`src/rtl/acc_result_drain.sv`:
```
// acc_result_drain
//   Drains the weight accumulator array of the MatMul temporal-LUT datapath.
//   A drain request snapshots every accumulator sum into shadow registers and
//   sends the accumulator a one-cycle clear, so the next accumulation can start
//   at once. The snapshot is then streamed out one element per beat over a
//   valid/ready interface. Each beat is arithmetic-right-shifted and then
//   saturated to a signed OUT_WIDTH value.
//
// Ports
//   clk, rst_n   clock; asynchronous active-low reset
//   start_drain  single-cycle request: the values on sum_in are final
//   sum_in       NUM_ELEM packed signed sums, element 0 in the LSBs
//   acc_clear    one-cycle clear pulse to the accumulator
//   busy         high from capture until the end of the DONE state
//   out_valid / out_ready / out_data / out_idx / out_last / out_sat
//                result stream, one element per beat
//   done         one-cycle pulse after the last beat is accepted
//   overrun      one-cycle pulse when start_drain arrives while busy
module acc_result_drain #(
  parameter int NUM_ELEM  = 16,
  parameter int ACC_WIDTH = 32,
  parameter int OUT_WIDTH = 16,
  parameter int SHIFT     = 0,
  parameter int IDX_W     = $clog2(NUM_ELEM)
) (
  input  logic                          clk,
  input  logic                          rst_n,
  input  logic                          start_drain,
  input  logic [NUM_ELEM*ACC_WIDTH-1:0] sum_in,
  output logic                          acc_clear,
  output logic                          busy,
  output logic                          out_valid,
  input  logic                          out_ready,
  output logic [OUT_WIDTH-1:0]          out_data,
  output logic [IDX_W-1:0]              out_idx,
  output logic                          out_last,
  output logic                          out_sat,
  output logic                          done,
  output logic                          overrun
);

  typedef enum logic [1:0] {
    IDLE   = 2'd0,
    STREAM = 2'd1,
    DONE   = 2'd2
  } state_t;

  localparam logic [IDX_W-1:0] LAST_IDX = IDX_W'(NUM_ELEM - 1);

  // Saturation bounds expressed at accumulator width so the comparison is
  // made on the full shifted value.
  localparam logic signed [ACC_WIDTH-1:0] SAT_MAX =
    {{(ACC_WIDTH-OUT_WIDTH+1){1'b0}}, {(OUT_WIDTH-1){1'b1}}};
  localparam logic signed [ACC_WIDTH-1:0] SAT_MIN =
    {{(ACC_WIDTH-OUT_WIDTH+1){1'b1}}, {(OUT_WIDTH-1){1'b0}}};
  localparam logic [OUT_WIDTH-1:0] OUT_MAX = {1'b0, {(OUT_WIDTH-1){1'b1}}};
  localparam logic [OUT_WIDTH-1:0] OUT_MIN = {1'b1, {(OUT_WIDTH-1){1'b0}}};

  state_t                 state_reg, state_next;
  logic [IDX_W-1:0]       idx_reg, idx_next;
  logic [ACC_WIDTH-1:0]   shadow_reg [NUM_ELEM];
  logic [ACC_WIDTH-1:0]   sum_elem   [NUM_ELEM];
  logic                   acc_clear_reg;
  logic                   overrun_reg;

  logic                   capture;
  logic                   streaming;
  logic signed [ACC_WIDTH-1:0] cur_sum;
  logic signed [ACC_WIDTH-1:0] shifted;
  logic [OUT_WIDTH-1:0]   sat_data;
  logic                   sat_flag;

  // Unpack the flat accumulator bus into per-lane words.
  for (genvar gi = 0; gi < NUM_ELEM; gi++) begin : g_unpack
    assign sum_elem[gi] = sum_in[gi*ACC_WIDTH +: ACC_WIDTH];
  end

  // A request is honoured only in IDLE; while busy it is reported as overrun.
  assign capture   = (state_reg == IDLE) && start_drain;
  assign streaming = (state_reg == STREAM);

  always_ff @(posedge clk or negedge rst_n) begin
    if (!rst_n) begin
      state_reg     <= IDLE;
      idx_reg       <= '0;
      acc_clear_reg <= 1'b0;
      overrun_reg   <= 1'b0;
    end else begin
      state_reg     <= state_next;
      idx_reg       <= idx_next;
      // The snapshot is taken on the same edge that raises acc_clear, so the
      // accumulator only zeroes one edge after its sums are safely held.
      acc_clear_reg <= capture;
      overrun_reg   <= start_drain && (state_reg != IDLE);
    end
  end

  always_ff @(posedge clk or negedge rst_n) begin
    if (!rst_n) begin
      for (int k = 0; k < NUM_ELEM; k++) begin
        shadow_reg[k] <= '0;
      end
    end else if (capture) begin
      for (int k = 0; k < NUM_ELEM; k++) begin
        shadow_reg[k] <= sum_elem[k];
      end
    end
  end

  always_comb begin
    state_next = state_reg;
    idx_next   = idx_reg;
    case (state_reg)
      IDLE: begin
        if (start_drain) begin
          state_next = STREAM;
          idx_next   = '0;
        end
      end
      STREAM: begin
        if (out_ready) begin
          if (idx_reg == LAST_IDX) begin
            state_next = DONE;
          end else begin
            idx_next = idx_reg + IDX_W'(1);
          end
        end
      end
      DONE: begin
        state_next = IDLE;
      end
      default: begin
        state_next = IDLE;
      end
    endcase
  end

  // Beat arithmetic: sign-preserving shift, then clamp to the output range.
  always_comb begin
    cur_sum  = shadow_reg[idx_reg];
    shifted  = cur_sum >>> SHIFT;
    sat_data = shifted[OUT_WIDTH-1:0];
    sat_flag = 1'b0;
    if (shifted > SAT_MAX) begin
      sat_data = OUT_MAX;
      sat_flag = 1'b1;
    end else if (shifted < SAT_MIN) begin
      sat_data = OUT_MIN;
      sat_flag = 1'b1;
    end
  end

  // Beat fields are forced to zero outside STREAM so that reset clears them
  // immediately along with the state register.
  assign acc_clear = acc_clear_reg;
  assign overrun   = overrun_reg;
  assign busy      = (state_reg != IDLE);
  assign done      = (state_reg == DONE);
  assign out_valid = streaming;
  assign out_data  = streaming ? sat_data : '0;
  assign out_idx   = streaming ? idx_reg : '0;
  assign out_last  = streaming && (idx_reg == LAST_IDX);
  assign out_sat   = streaming && sat_flag;

endmodule
```
`config.mk`:
```
export PLATFORM = sky130hd
export DESIGN_NAME = acc_result_drain
export DESIGN_NICKNAME = d
export VERILOG_FILES = /design/src/rtl/acc_result_drain.sv
export SDC_FILE = /design/constraint.sdc
export NUM_CORES = 1
export LEC_CHECK = 0
export ABC_AREA = 1
export CORE_ASPECT_RATIO = 0.75
export CORE_UTILIZATION = 55
export DETAILED_ROUTE_END_ITERATION = 12
export PLACE_DENSITY = 0.89
export SKIP_CTS_REPAIR_TIMING = 1
export SLEW_MARGIN = 25
export SYNTH_ARGS = -nofsm -noshare
export SYNTH_HDL_FRONTEND = slang
export SYNTH_SLANG_ARGS = --single-unit
```
`constraint.sdc`:
```
create_clock -name clk -period 5.13 [get_ports clk]
set_input_delay 0.7695 -clock clk [delete_from_list [all_inputs] [get_ports clk]]
set_output_delay 0.7695 -clock clk [all_outputs]
set_load 0.005 [all_outputs]
```
Yosys cells after proc, flatten, opt, wreduce, memory -nomap -nowiden --
Cells that the tools add are included. W data, S select, Z words.
Cells by class: equal/unequal tests 7, muxes and demuxes 17, reductions and logical operators 9, order comparisons 3, $add $sub $neg 1, bitwise logic cells 1
Operators by type and width (number):
- $bmux W32 S4 | 1
- $mux W32 | 2
- $mux W16 | 3
- $gt A32 B16 Y1 const B | 1
- $lt A32 B16 Y1 const B | 1
- $mux W4 | 4
- $pmux W4 S2 | 1
- $mux W2 | 3
- $ne A2 B2 Y1 const B | 3
- $ge A5 B5 Y1 const B | 1
- $not A4 Y5 | 1
- $add A4 B1 Y4 const B | 1
- $eq A4 B4 Y1 const B | 1
- $logic_and A1 B1 Y1 | 4
- $pmux W2 S2 | 1
- $reduce_and A4 Y1 | 1
- $reduce_bool A2 Y1 | 2
- $reduce_and A3 Y1 | 1
- $eq A2 B1 Y1 const B | 1
- $eq A2 B2 Y1 const B | 1
- $logic_not A2 Y1 | 1
- $mux W1 | 2
- $ne A2 B1 Y1 const B | 1
Storage, ports and cells: output and inout bits 27, word-level logic and storage cells 58, register bits 520, bits of input ports 516

Depth between registers and ports, before layout --
Gate-level depths: netlist of run 1.
word-level depth 8, depth in mapped cells 15, mapped depth without buffers 12

Least setup slack after synthesis of run 1 --
No wires, ideal clock.
path type reg-to-output, from reg idx_reg[0], to out out_data[10], stages on the path, launching flop included 12, path slack 2.427 ns, buffers on the path 4, data arrival time 1.934 ns, required time 4.360 ns, path through dfrtp_1 -> buf_4 -> buf_2 -> buf_4 -> o21ai_0 -> o22ai_1 -> o211ai_1 -> nand2_1 -> inv_1 -> nand2_1 -> buf_4 -> a21oi_1
Between the ends: longest elaborated chain between the ends 8, elaborated cells on any way between the ends 9, classes of those cells order compare (2); mux (6); bitwise (1)
Ends and longest elaborated chain:
- start, declared | RTL line 60 | logic [IDX_W-1:0] idx_reg, idx_next;
- start signal, assigned | RTL line 90 | idx_reg <= idx_next;
- $not A4 Y5 (implied by the code) * | RTL line 140 | cur_sum = shadow_reg[idx_reg];
- $bmux W32 S4 * | RTL line 140
- $mux W32 (implied by the code) * (2 in series) | RTL line 140
- $lt A32 B16 Y1 | RTL line 147 | end else if (shifted < SAT_MIN) begin
- $mux W16 | RTL line 147
- $mux W16 * | RTL line 144 | if (shifted > SAT_MAX) begin
- $mux W16 * | RTL line 160 | assign out_data = streaming ? sat_data : '0;
- end, declared | RTL line 34 | output logic [OUT_WIDTH-1:0] out_data,
Mark *: on every way between the ends. The rest lies on a longest branch, timed or not. The select of a mux whose other input is x is not followed.

Final worst setup path of run 1 --
from reg idx_reg[2], to out out_data[11]
Same word-level chain as after synthesis.

==> results of run 1 <==
[cell usage in the layout (no fill, tap or decap), drive strengths merged, types with 8 or more instances in the layout]
cell type	synthesis	layout
dfrtp	520	520
o21ai	340	340
clkbuf	163	74
o221ai	45	45
diode	0	18
clkinv	1	10
a31o	8	8
a21oi	40	40
o22ai	10	10
buf	60	29
inv	138	140
nor2	197	197
nand2	1550	1550
nand3	142	142
clkdlybuf4s50	0	541
a32o	9	9
o211ai	10	10
[power breakdown]
group          internal (uW)  switching, uW
Clock                   2220           1610
Sequential              6030           1080
Combinational           2910           5260
[worst paths after layout]
path	from	to	slack, ns	cells past startpoint
min reg2reg	shadow_reg[166]$_DFFE_PN0P_	shadow_reg[166]$_DFFE_PN0P_	0.47	2
max reg2reg	state_reg[1]$_DFFE_PN0P_	idx_reg[3]$_DFFE_PN0P_	2.56	10
min	rst_n	shadow_reg[382]$_DFFE_PN0P_	0.26	1
max	idx_reg[2]$_DFFE_PN0P_	out_data[11]	0.26	11
min in group clk	shadow_reg[166]$_DFFE_PN0P_	shadow_reg[166]$_DFFE_PN0P_	0.47	2
max in group asynchronous	rst_n	shadow_reg[234]$_DFFE_PN0P_	3.71	2
[stage by stage]
stage / utilization / hold slack (ns)
floorplan: - / 0.4366
global placement: 0.6891 / 0.4476
detailed placement: 0.6891 / 0.4530
CTS: 0.7279 / 0.2795
global route: 0.7287 / 0.3089
finish: 0.7290 / 0.2579
[routing by layer]
layer | global-route usage | share of wire
met1 | 0.5045 | 0.41
met2 | 0.5393 | 0.44
met3 | 0.08139 | 0.10
met4 | 0.1523 | 0.043
met5 | 0 | 0.00019
[critical path, cell delays in order (launching register included)]
cell,delay [ns]
dfrtp_4,0.71
inv_2,0.68
nand3_1,0.16
nand3_1,0.20
nand2_1,0.12
nor2_1,0.13
nand2_1,0.07
nor2_1,0.08
nand2_1,0.10
nand2_1,0.49
a21oi_1,0.18
clkdlybuf4s50_1,0.52
[logic make-up after synthesis]
| logic type | Yosys count | synth area share |
|---|---|---|
| AOI/OAI and AO/OA | 463 | 0.1071 |
| adders and majority gates | 1 | 0.0005130 |
| buffers and inverters | 362 | 0.06014 |
| DFF | 520 | 0.5336 |
| and+or+nand+nor | 1891 | 0.2986 |
[final cells by class]
cell class,count,area share
diodes,18,0.001420
clock buffers,74,0.04737
clock inverters,16,0.005877
inverters,139,0.01700
multi-input cells,2355,0.3125
flip-flops and latches,520,0.4105
well taps,578,0.02280
repair buffers,570,0.1825
==> impl_metrics.sql, run 1 <==
INSERT INTO impl_metrics (metric_group, metric, value, unit) VALUES
('cells_and_area', 'syn2layout_area_growth', '30.10', '%'),
('place', 'port_buffers', '542', ''),
('route', 'wl_per_cell', '19.26', 'um'),
('power_and_ir_drop', 'p_leak', '0.01541', 'uW'),
('floorplanning', 'core', '43520', 'sq um'),
('place', 'gp_congestion', '0.9353', ''),
('synth', 'post_synth_main_area_contributors', 'dfrtp_1 (53%), nand2_1 (24%), o21ai_0 (6.9%)', ''),
('floorplanning', 'io_pins', '543', ''),
('grt', 'grt_antenna_before_repair', '18', ''),
('place', 'worst_slack_at_placement', '0.9357', 'ns'),
('clock_network', 'clock_sinks', '520', ''),
('route', 'remaining_drc_errors', '0', ''),
('outcome', 'outcome', 'finished clean', ''),
('grt', 'grt_first_pass_wirelength', '124.7', 'mm'),
('sta', 'timing.fmax', '205.3', 'MHz'),
('cells_and_area', 'post_route_cells_drive_above_1_share', '0.03511', ''),
('route', 'vias', '23800', ''),
('cells_and_area', 'final_nets', '4153', ''),
('floorplanning', 'rows', '66', ''),
('clock_network', 'clockBufferDepth', '3', ''),
('grt', 'grt_pass1_vias', '22290', ''),
('sta', 'setup_ws', '0.2586', 'ns'),
('synth', 'yosysWarningCount', '0', ''),
('critical_path', 'crit_path_required_time', '4.36', 'ns'),
('clock_network', 'tritoncts', 'built', ''),
('synth', 'post_synthesis_instance_area', '24380', 'sq um'),
('synth', 'synth.net_count', '3754', ''),
('synth', 'synth.cells.most_frequent', 'nand2_1 (1,550), dfrtp_1 (520), o21ai_0 (337), nor2_1 (197), clkbuf_1 (163)', ''),
('min_path', 'hold_class', 'in -> async', ''),
('synth', 'post_syn_instances', '3237', ''),
('route', 'avgViaCountPerCell', '5.573', ''),
('critical_path', 'crit_arrival', '4.10', 'ns'),
('synth', 'synth-main-ff-cell', 'dfrtp_1', ''),
('clock_network', 'cts_made_buffers', '50', ''),
('clock_network', 'number_of_h_tree_branching_levels', '2', ''),
('cells_and_area', 'fin_area', '31720', 'sq um'),
('power_and_ir_drop', 'powerDensity', '602.5', 'nW/um^2'),
('sta', 'layout_worst_path_cycle_share', '0.9496', ''),
('cells_and_area', 'final_cells', '4270', ''),
('grt', 'globalRouteTotalUtil', '0.3597', ''),
('clock_network', 'cts.clk_slew.worst_paths', '0.07', 'ns'),
('sta', 'finalHoldViolations', '0', ''),
('sta', 'max_slew_margin', '0.3118', ''),
('clock_network', 'cts_root_buf', 'clkbuf_16', ''),
('cells_and_area', 'largest_reg_flops', '512', ''),
('sta', 'clock-skew-final', '0.02463', 'ns'),
('synth', 'synth.most_common_cell', 'nand2_1', ''),
('synth', 'synth-edff-count', '0', ''),
('clock_network', 'worst_skew_pair.late_latency', '0.58', 'ns'),
('cells_and_area', 'multi_input_comb_area', '9913', 'sq um'),
('cells_and_area', 'filler_instances', '3282', ''),
('cells_and_area', 'final-seq-area', '13020', 'sq um'),
('critical_path', 'path_type_of_the_worst_setup_path', 'reg -> out', ''),
('route', 'antenna_left', '0', ''),
('synth', 'synth_top_area_share', '0.5336', ''),
('critical_path', 'critical_path.endpoint_type', 'output pin', ''),
('sta', 'rsz0062_at_grt', 'no', ''),
('job', 'maxCapViolCount', '0', ''),
('sta', 'layout_min_cycle_time', '4.871', 'ns'),
('floorplanning', 'die_y', '184.4', 'um'),
('synth', 'ys_seq_elements', '520', ''),
('power_and_ir_drop', 'report.power.total', '19110', 'uW'),
('floorplanning', 'die_footprint', '45190', 'sq um'),
('floorplanning', 'die_width', '245.1', 'um'),
('place', 'placed_cells', '4162', ''),
('place', 'postPlaceCellArea', '29990', 'sq um'),
('sta', 'fin_setup_tns', '0', 'ns'),
('sta', 'timing.final.max_slew_violations', '0', ''),
('synth', 'netlist_cell_types', '25', ''),
('synth', 'synth_async_sr_flop_share', '1.000', ''),
('synth', 'synth_area_leader_cell', 'dfrtp_1', ''),
('route', 'drt_first_iter_violations', '2857', ''),
('power_and_ir_drop', 'irDropWorstVdd', '379.8', 'uV'),
('sta', 'timing_worst_slew_pin_value', '1.032', 'ns'),
('sta', 'final-setup-viol-count', '0', ''),
('synth', 'synth-seq-area-share', '0.5336', ''),
('synth', 'postSynthAreaPerCell', '7.533', 'sq um'),
('critical_path', 'worst_setup_path_start_kind', 'register', ''),
('floorplanning', 'initial_utilization', '0.5603', ''),
('critical_path', 'crit_fanout', '43', ''),
('place', 'post-dp-hpwl', '55.86', 'mm'),
('grt', 'grt_remaining_overflow', '0', ''),
('route', 'drt_pre_antenna_iters', '6', ''),
('route', 'route.final.wire_length', '82.25', 'mm'),
('grt', 'grt_start_max_net_pins', '221', '');
Note: power is estimated with default switching activity, not from simulation.
==> run 2: changes to the inputs <==
- ABC_AREA: 1 -> 0
- CORE_UTILIZATION: 55 -> 54
- PLACE_DENSITY: 0.89 -> 0.88
==> run 2 against run 1 <==
Against the previous run:
- non-clock buffer count increased by 15
- clock skew decreased by 0.0097 ns
- setup slack lost 0.082 ns
- area after synthesis decreased by 4.4%
- final cell count decreased by 40%
- combinational power up 2%
- sequential cell count did not move
- global-route usage down 4.9 points
- fmax down 1.7%
- sequential share of layout area increased by 0.77 points
- clock power down 7.3%
==> impl_metrics.sql, run 2 <==
INSERT INTO impl_metrics (metric_group, metric, value, unit) VALUES
('synth', 'synth.cells.most_frequent', 'dfrtp_1 (520), mux2_2 (512), mux4_2 (141), clkbuf_1 (66), nand2_1 (32)', ''),
('synth', 'synth_async_sr_flop_share', '1.000', ''),
('critical_path', 'crit_fanout', '21', ''),
('synth', 'synth-edff-count', '0', ''),
('sta', 'layout_worst_path_cycle_share', '0.9656', ''),
('route', 'antenna_left', '0', ''),
('critical_path', 'regToRegSetupSlack', '2.44', 'ns'),
('synth', 'post_synth_main_area_contributors', 'dfrtp_1 (56%), mux2_2 (25%), mux4_2 (14%)', ''),
('synth', 'synth-main-ff-cell', 'dfrtp_1', ''),
('synth', 'synth_top_area_share', '0.5581', ''),
('outcome', 'outcome', 'finished clean', ''),
('cells_and_area', 'mostFrequentLayoutCells', 'clkdlybuf4s50_1 (541), dfrtp_1 (517), mux2_2 (512), mux4_2 (141), clkbuf_16 (51)', ''),
('clock_network', 'number_of_h_tree_branching_levels', '2', ''),
('place', 'port_buffers', '542', ''),
('sta', 'timing_worst_slew_pin_value', '0.8920', 'ns'),
('power_and_ir_drop', 'switching_power', '6233', 'uW'),
('floorplanning', 'rows', '65', ''),
('floorplanning', 'die_y', '181.9', 'um'),
('floorplanning', 'die_footprint', '44020', 'sq um'),
('critical_path', 'crit_arrival', '4.18', 'ns'),
('power_and_ir_drop', 'pwr-share-comb', '0.429', ''),
('floorplanning', 'core', '42290', 'sq um'),
('power_and_ir_drop', 'power.share.sequential', '0.389', ''),
('critical_path', 'crit_path_required_time', '4.36', 'ns'),
('route', 'remaining_drc_errors', '0', ''),
('critical_path', 'timing.critical_path.slowest_stage_cell', 'dfrtp_4', ''),
('floorplanning', 'io_pins', '543', ''),
('clock_network', 'clockBufferDepth', '3', ''),
('sta', 'final-setup-viol-count', '0', ''),
('critical_path', 'worst_r2r_path_depth', '4', ''),
('cells_and_area', 'largest_reg_flops', '512', ''),
('route', 'wl_per_cell', '26.28', 'um'),
('synth', 'post_syn_instances', '1406', ''),
('synth', 'synth.net_count', '1923', ''),
('route', 'drt_first_iter_violations', '1125', ''),
('clock_network', 'cts_made_buffers', '50', ''),
('critical_path', 'cp-startpoint', 'idx_reg[0]$_DFFE_PN0P_', ''),
('cells_and_area', 'most_common_cell_after_layout_fill_and_taps_aside', 'clkdlybuf4s50_1', ''),
('clock_network', 'worst_skew_pair.late_latency', '0.56', 'ns'),
('route', 'route.final.wire_length', '67.34', 'mm'),
('critical_path', 'cp_num_cells', '9', ''),
('critical_path', 'worst-path-buf-inv', '2', ''),
('clock_network', 'cts_root_buf', 'clkbuf_16', ''),
('sta', 'clock-skew-final', '0.01492', 'ns'),
('synth', 'postSynthAreaPerCell', '16.58', 'sq um'),
('cells_and_area', 'filler_instances', '2536', ''),
('synth', 'post_synthesis_instance_area', '23310', 'sq um'),
('synth', 'ys_seq_elements', '520', ''),
('cells_and_area', 'post_route_cells_drive_above_1_share', '0.4040', ''),
('critical_path', 'capture_instance_of_the_worst_register_to_register_path', 'shadow_reg[361]$_DFFE_PN0P_', ''),
('power_and_ir_drop', 'powerDensity', '624.8', 'nW/um^2'),
('critical_path', 'worst_setup_path_start_kind', 'register', ''),
('min_path', 'hold_class', 'in -> async', ''),
('grt', 'globalRouteTotalUtil', '0.3105', ''),
('route', 'drt_pre_antenna_iters', '4', ''),
('clock_network', 'clock_sinks', '520', ''),
('sta', 'layout_min_cycle_time', '4.954', 'ns'),
('grt', 'grt_pass1_vias', '16470', ''),
('sta', 'rsz0062_at_grt', 'no', ''),
('cells_and_area', 'final_core_utilization', '0.7362', ''),
('sta', 'fin_setup_tns', '0', 'ns'),
('place', 'post-dp-hpwl', '48.94', 'mm'),
('critical_path', 'critical_path_end', 'out_data[15]', ''),
('critical_path', 'crit_path_cell_trace', 'buf_6, mux4_2, a22oi_1, nand2_1, nor4_2, a41oi_2, nor2_1, o21a_1, clkdlybuf4s50_1', ''),
('route', 'vias', '15370', ''),
('floorplanning', 'initial_utilization', '0.5513', ''),
('critical_path', 'critical_path.endpoint_type', 'output pin', ''),
('route', 'avgViaCountPerCell', '6.000', ''),
('synth', 'yosysWarningCount', '0', ''),
('synth', 'netlist_cell_types', '40', ''),
('place', 'worst_slack_at_placement', '0.4530', 'ns'),
('critical_path', 'longest_individual_stage_delay_on_the_worst_path', '0.58', 'ns'),
('synth', 'synth-seq-area-share', '0.5581', ''),
('floorplanning', 'die_width', '241.9', 'um'),
('power_and_ir_drop', 'p_leak', '0.01243', 'uW'),
('sta', 'finalHoldViolations', '0', ''),
('grt', 'grt_antenna_before_repair', '22', ''),
('sta', 'whs', '0.2693', 'ns'),
('synth', 'synth.most_common_cell', 'dfrtp_1', ''),
('power_and_ir_drop', 'report.power.total', '19450', 'uW'),
('sta', 'timing.fmax', '201.9', 'MHz'),
('cells_and_area', 'syn2layout_area_growth', '33.54', '%'),
('grt', 'grt_remaining_overflow', '0', ''),
('power_and_ir_drop', 'cellInternalPower', '13220', 'uW'),
('critical_path', 'path_type_of_the_worst_setup_path', 'reg -> out', ''),
('sta', 'setup_ws', '0.1763', 'ns'),
('synth', 'synth_area_leader_cell', 'dfrtp_1', ''),
('power_and_ir_drop', 'power.share.switching', '0.3204', ''),
('power_and_ir_drop', 'power_frac_clock', '0.182', ''),
('grt', 'grt_start_max_net_pins', '129', ''),
('cells_and_area', 'final_nets', '2458', ''),
('job', 'maxCapViolCount', '0', ''),
('place', 'gp_congestion', '0.8918', ''),
('sta', 'max_slew_margin', '0.4053', ''),
('sta', 'timing.final.max_slew_violations', '0', ''),
('grt', 'grt_first_pass_wirelength', '102.2', 'mm'),
('power_and_ir_drop', 'irDropWorstVdd', '481.2', 'uV'),
('clock_network', 'tritoncts', 'built', ''),
('clock_network', 'cts.clk_slew.worst_paths', '0.07', 'ns'),
('critical_path', 'path_delay_family', 'compound AO/OA/AOI/OAI gates', ''),
('critical_path', 'worstReg2RegStart', 'state_reg[0]$_DFFE_PN0P_', '');
## run 2: cell types whose count changed after synthesis, sizes merged, moves of 24 or more
| cell | previous run | this run |
|---|---|---|
| a21oi | 40 | 1 |
| o221ai | 45 | 0 |
| inv | 138 | 2 |
| mux2 | 0 | 512 |
| mux4 | 0 | 144 |
| nand3 | 142 | 1 |
| a22oi | 0 | 32 |
| nand2 | 1550 | 34 |
| nor2 | 197 | 7 |
| o21ai | 340 | 17 |
| buf | 60 | 36 |
| clkbuf | 163 | 66 |
## run 2: through the flow
stage	cells	cell area, sq um
after CTS	2539	31000
after global placement	2455	29450
final	2562	31130
after detailed placement	2455	29450
after floorplan	1406	23310
after global routing	2560	31130
## run 2: area by class of cell
class	instances	area, sq um	area share
diodes	20	50.05	0.001608
clock buffers	74	1463	0.04698
repair buffers	585	5931	0.1905
inverters	2	7.507	0.0002411
clock inverters	10	83.83	0.002693
flip-flops and latches	520	13020	0.4182
multi-input cells	782	9866	0.3169
well taps	569	711.9	0.02287
## run 2: worst min-delay path by stage
stage / endpoint
after CTS: shadow_reg[260]$_DFFE_PN0P_
after detailed placement: shadow_reg[499]$_DFFE_PN0P_
after global placement: shadow_reg[427]$_DFFE_PN0P_
after floorplan: acc_clear$_DFF_PN0_
after global routing: shadow_reg[260]$_DFFE_PN0P_
final: shadow_reg[260]$_DFFE_PN0P_
## run 2: power groups by stage
stage,logic [uW],clock network [uW],registers (uW)
after global placement,7870,0,7440
after detailed placement,8120,0,7570
final,8350,3550,7560
after CTS,8210,3610,7530
after floorplan,5810,0,6890
after global routing,8870,3790,7760
## run 2: kinds of logic (layout without fill, tap and decap cells)
logic type      count (synthesis)  in the layout  synth area share
mux                           657            657            0.3873
flops                         520            520            0.5581
buf+inv                       104            671           0.02029
simple gates                   66             66           0.01449
compound gates                 56             56           0.01846
xor+xnor                        2              2         0.0007515
fa+ha+maj                       1              1         0.0005366
other cells                     0             20                 0
## run 2: routing by layer
metal | routed length (um) | GRT usage
met5 | 40 | 0
met4 | 2673 | 0.1284
met3 | 4963 | 0.07567
met2 | 31720 | 0.4732
met1 | 27940 | 0.4313
==> run 3: changes to the inputs <==
- CORE_ASPECT_RATIO: 0.75 -> default
- PLACE_DENSITY: 0.88 -> 0.82
==> run 3 against run 2 <==
Against the previous run:
- global-route usage grew 0.46 points
- routed wire length grew 1.2%
- non-clock buffer count shrank 16
- worst hold slack lost 0.049 ns
- utilization grew 0.52 points
- design area grew 0.56%
- register-to-register slack lost 0.06 ns
==> impl_metrics.sql, run 3 (synthesized netlist as in run 2, its figures left out) <==
INSERT INTO impl_metrics (metric_group, metric, value, unit) VALUES
('clock_network', 'cts_made_buffers', '54', ''),
('floorplanning', 'die_width', '209.8', 'um'),
('route', 'wl_per_cell', '26.84', 'um'),
('sta', 'rsz0062_at_grt', 'no', ''),
('clock_network', 'cts_root_buf', 'clkbuf_16', ''),
('route', 'vias', '15180', ''),
('grt', 'grt_start_max_net_pins', '126', ''),
('critical_path', 'crit_arrival', '4.12', 'ns'),
('grt', 'grt_first_pass_wirelength', '102.0', 'mm'),
('route', 'route.final.wire_length', '68.15', 'mm'),
('grt', 'grt_antenna_before_repair', '30', ''),
('route', 'drt_pre_antenna_iters', '5', ''),
('floorplanning', 'die_y', '209.8', 'um'),
('floorplanning', 'initial_utilization', '0.5521', ''),
('sta', 'whs', '0.2200', 'ns'),
('power_and_ir_drop', 'irDropWorstVdd', '353.0', 'uV'),
('critical_path', 'worst_setup_path_start_kind', 'register', ''),
('clock_network', 'clockBufferDepth', '3', ''),
('cells_and_area', 'multi_input_comb_area', '9854', 'sq um'),
('route', 'remaining_drc_errors', '0', ''),
('cells_and_area', 'most_common_cell_after_layout_fill_and_taps_aside', 'clkdlybuf4s50_1', ''),
('sta', 'timing.final.max_slew_violations', '0', ''),
('cells_and_area', 'final_nets', '2446', ''),
('place', 'placed_cells', '2411', ''),
('floorplanning', 'io_pins', '543', ''),
('cells_and_area', 'post_route_cells_drive_above_1_share', '0.4034', ''),
('critical_path', 'critical_path.endpoint_type', 'output pin', ''),
('critical_path', 'crit_fanout', '28', ''),
('route', 'antenna_left', '0', ''),
('route', 'avgViaCountPerCell', '5.977', ''),
('place', 'port_buffers', '542', ''),
('sta', 'timing.fmax', '204.4', 'MHz'),
('critical_path', 'crit_path_required_time', '4.36', 'ns'),
('critical_path', 'path_type_of_the_worst_setup_path', 'reg -> out', ''),
('place', 'gp_congestion', '0.9333', ''),
('power_and_ir_drop', 'p_leak', '0.01253', 'uW'),
('clock_network', 'clock_sinks', '520', ''),
('clock_network', 'worst_skew_pair.late_latency', '0.59', 'ns'),
('job', 'maxCapViolCount', '0', ''),
('cells_and_area', 'final_cells', '2539', ''),
('cells_and_area', 'mostFrequentLayoutCells', 'clkdlybuf4s50_1 (541), dfrtp_1 (517), mux2_2 (512), mux4_2 (141), clkbuf_16 (57)', ''),
('sta', 'layout_worst_path_cycle_share', '0.9537', ''),
('cells_and_area', 'largest_reg_flops', '512', ''),
('floorplanning', 'die_footprint', '44010', 'sq um'),
('floorplanning', 'rows', '75', ''),
('cells_and_area', 'final_core_utilization', '0.7414', ''),
('power_and_ir_drop', 'report.power.total', '19870', 'uW'),
('grt', 'grt_pass1_vias', '16370', ''),
('place', 'post-dp-hpwl', '48.65', 'mm'),
('critical_path', 'worstReg2RegStart', 'idx_reg[1]$_DFFE_PN0P_', ''),
('outcome', 'outcome', 'finished clean', ''),
('critical_path', 'cp-startpoint', 'idx_reg[0]$_DFFE_PN0P_', ''),
('sta', 'clock-skew-final', '0.005284', 'ns'),
('cells_and_area', 'syn2layout_area_growth', '34.29', '%'),
('sta', 'final-setup-viol-count', '0', ''),
('clock_network', 'number_of_h_tree_branching_levels', '2', ''),
('power_and_ir_drop', 'powerDensity', '634.7', 'nW/um^2'),
('route', 'drt_first_iter_violations', '1240', ''),
('sta', 'finalHoldViolations', '0', ''),
('sta', 'layout_min_cycle_time', '4.892', 'ns'),
('sta', 'max_slew_margin', '0.3257', ''),
('min_path', 'hold_class', 'in -> async', ''),
('cells_and_area', 'final-seq-area', '13020', 'sq um'),
('clock_network', 'tritoncts', 'built', ''),
('sta', 'setup_ws', '0.2376', 'ns'),
('grt', 'globalRouteTotalUtil', '0.3151', ''),
('grt', 'grt_remaining_overflow', '0', ''),
('cells_and_area', 'filler_instances', '2664', ''),
('floorplanning', 'core', '42230', 'sq um'),
('clock_network', 'cts.clk_slew.worst_paths', '0.06', 'ns'),
('place', 'worst_slack_at_placement', '0.4585', 'ns'),
('sta', 'timing_worst_slew_pin_value', '1.012', 'ns');
run 3: cell types whose count changed in the layout (fill, tap and decap cells not counted), sizes merged:
cell      before  now
bufinv         1    4
clkbuf        74   87
buf           44   28
inv            3    2
clkinvlp       2    0
clkinv         6    9
diode         20   27
run 3: worst max-delay path, stage by stage, from the launching register on:
cell and delay (ns):
dfrtp_4 0.58, buf_12 0.28, mux4_2 0.54, a22oi_1 0.31, nand2_1 0.13, nor4_1 0.35
a41oi_2 0.33, nand2_8 0.34, o21ai_1 0.14, clkdlybuf4s50_1 0.48
run 3: cell type report:
class	instances	share of cell area
Antenna cell	27	0.002158
Multi-Input combinational cell	782	0.3148
Clock inverter	13	0.005275
Sequential cell	520	0.4159
Inverter	2	0.0002398
Timing Repair Buffer	569	0.1846
Clock buffer	87	0.05555
Tap cell	539	0.02154
run 3: final timing paths:
kind / endpoint / slack (ns) / cells past startpoint
max in group asynchronous: shadow_reg[489]$_DFFE_PN0P_ / 3.70 / 2
setup reg to reg: idx_reg[3]$_DFFE_PN0P_ / 2.38 / 7
hold reg to reg: shadow_reg[467]$_DFFE_PN0P_ / 0.50 / 1
setup / recovery: out_data[2] / 0.24 / 9
min in group clk: shadow_reg[467]$_DFFE_PN0P_ / 0.50 / 1
hold / removal: shadow_reg[51]$_DFFE_PN0P_ / 0.22 / 1
run 3: report_power, final:
group          internal [uW]  total (uW)  leakage (uW)  switching, uW
combinational           4900        8160       0.00542           3260
clock                   2510        4140      0.000950           1630
sequential              6210        7570       0.00615           1360
total                  13600       19900        0.0125           6250
run 3: metal layers:
metal | global-route usage | share of wire
met4 | 0.1628 | 0.042
met1 | 0.4275 | 0.40
met3 | 0.07706 | 0.081
met5 | 0 | 0.0011
met2 | 0.4760 | 0.47
run 3: metrics by stage:
stage,setup TNS (ns),cell area [sq um]
global placement,0,29310
floorplan,0,23310
finish,0,31310
CTS,-2.181,31210
global route,0,31300
detailed placement,0,29310
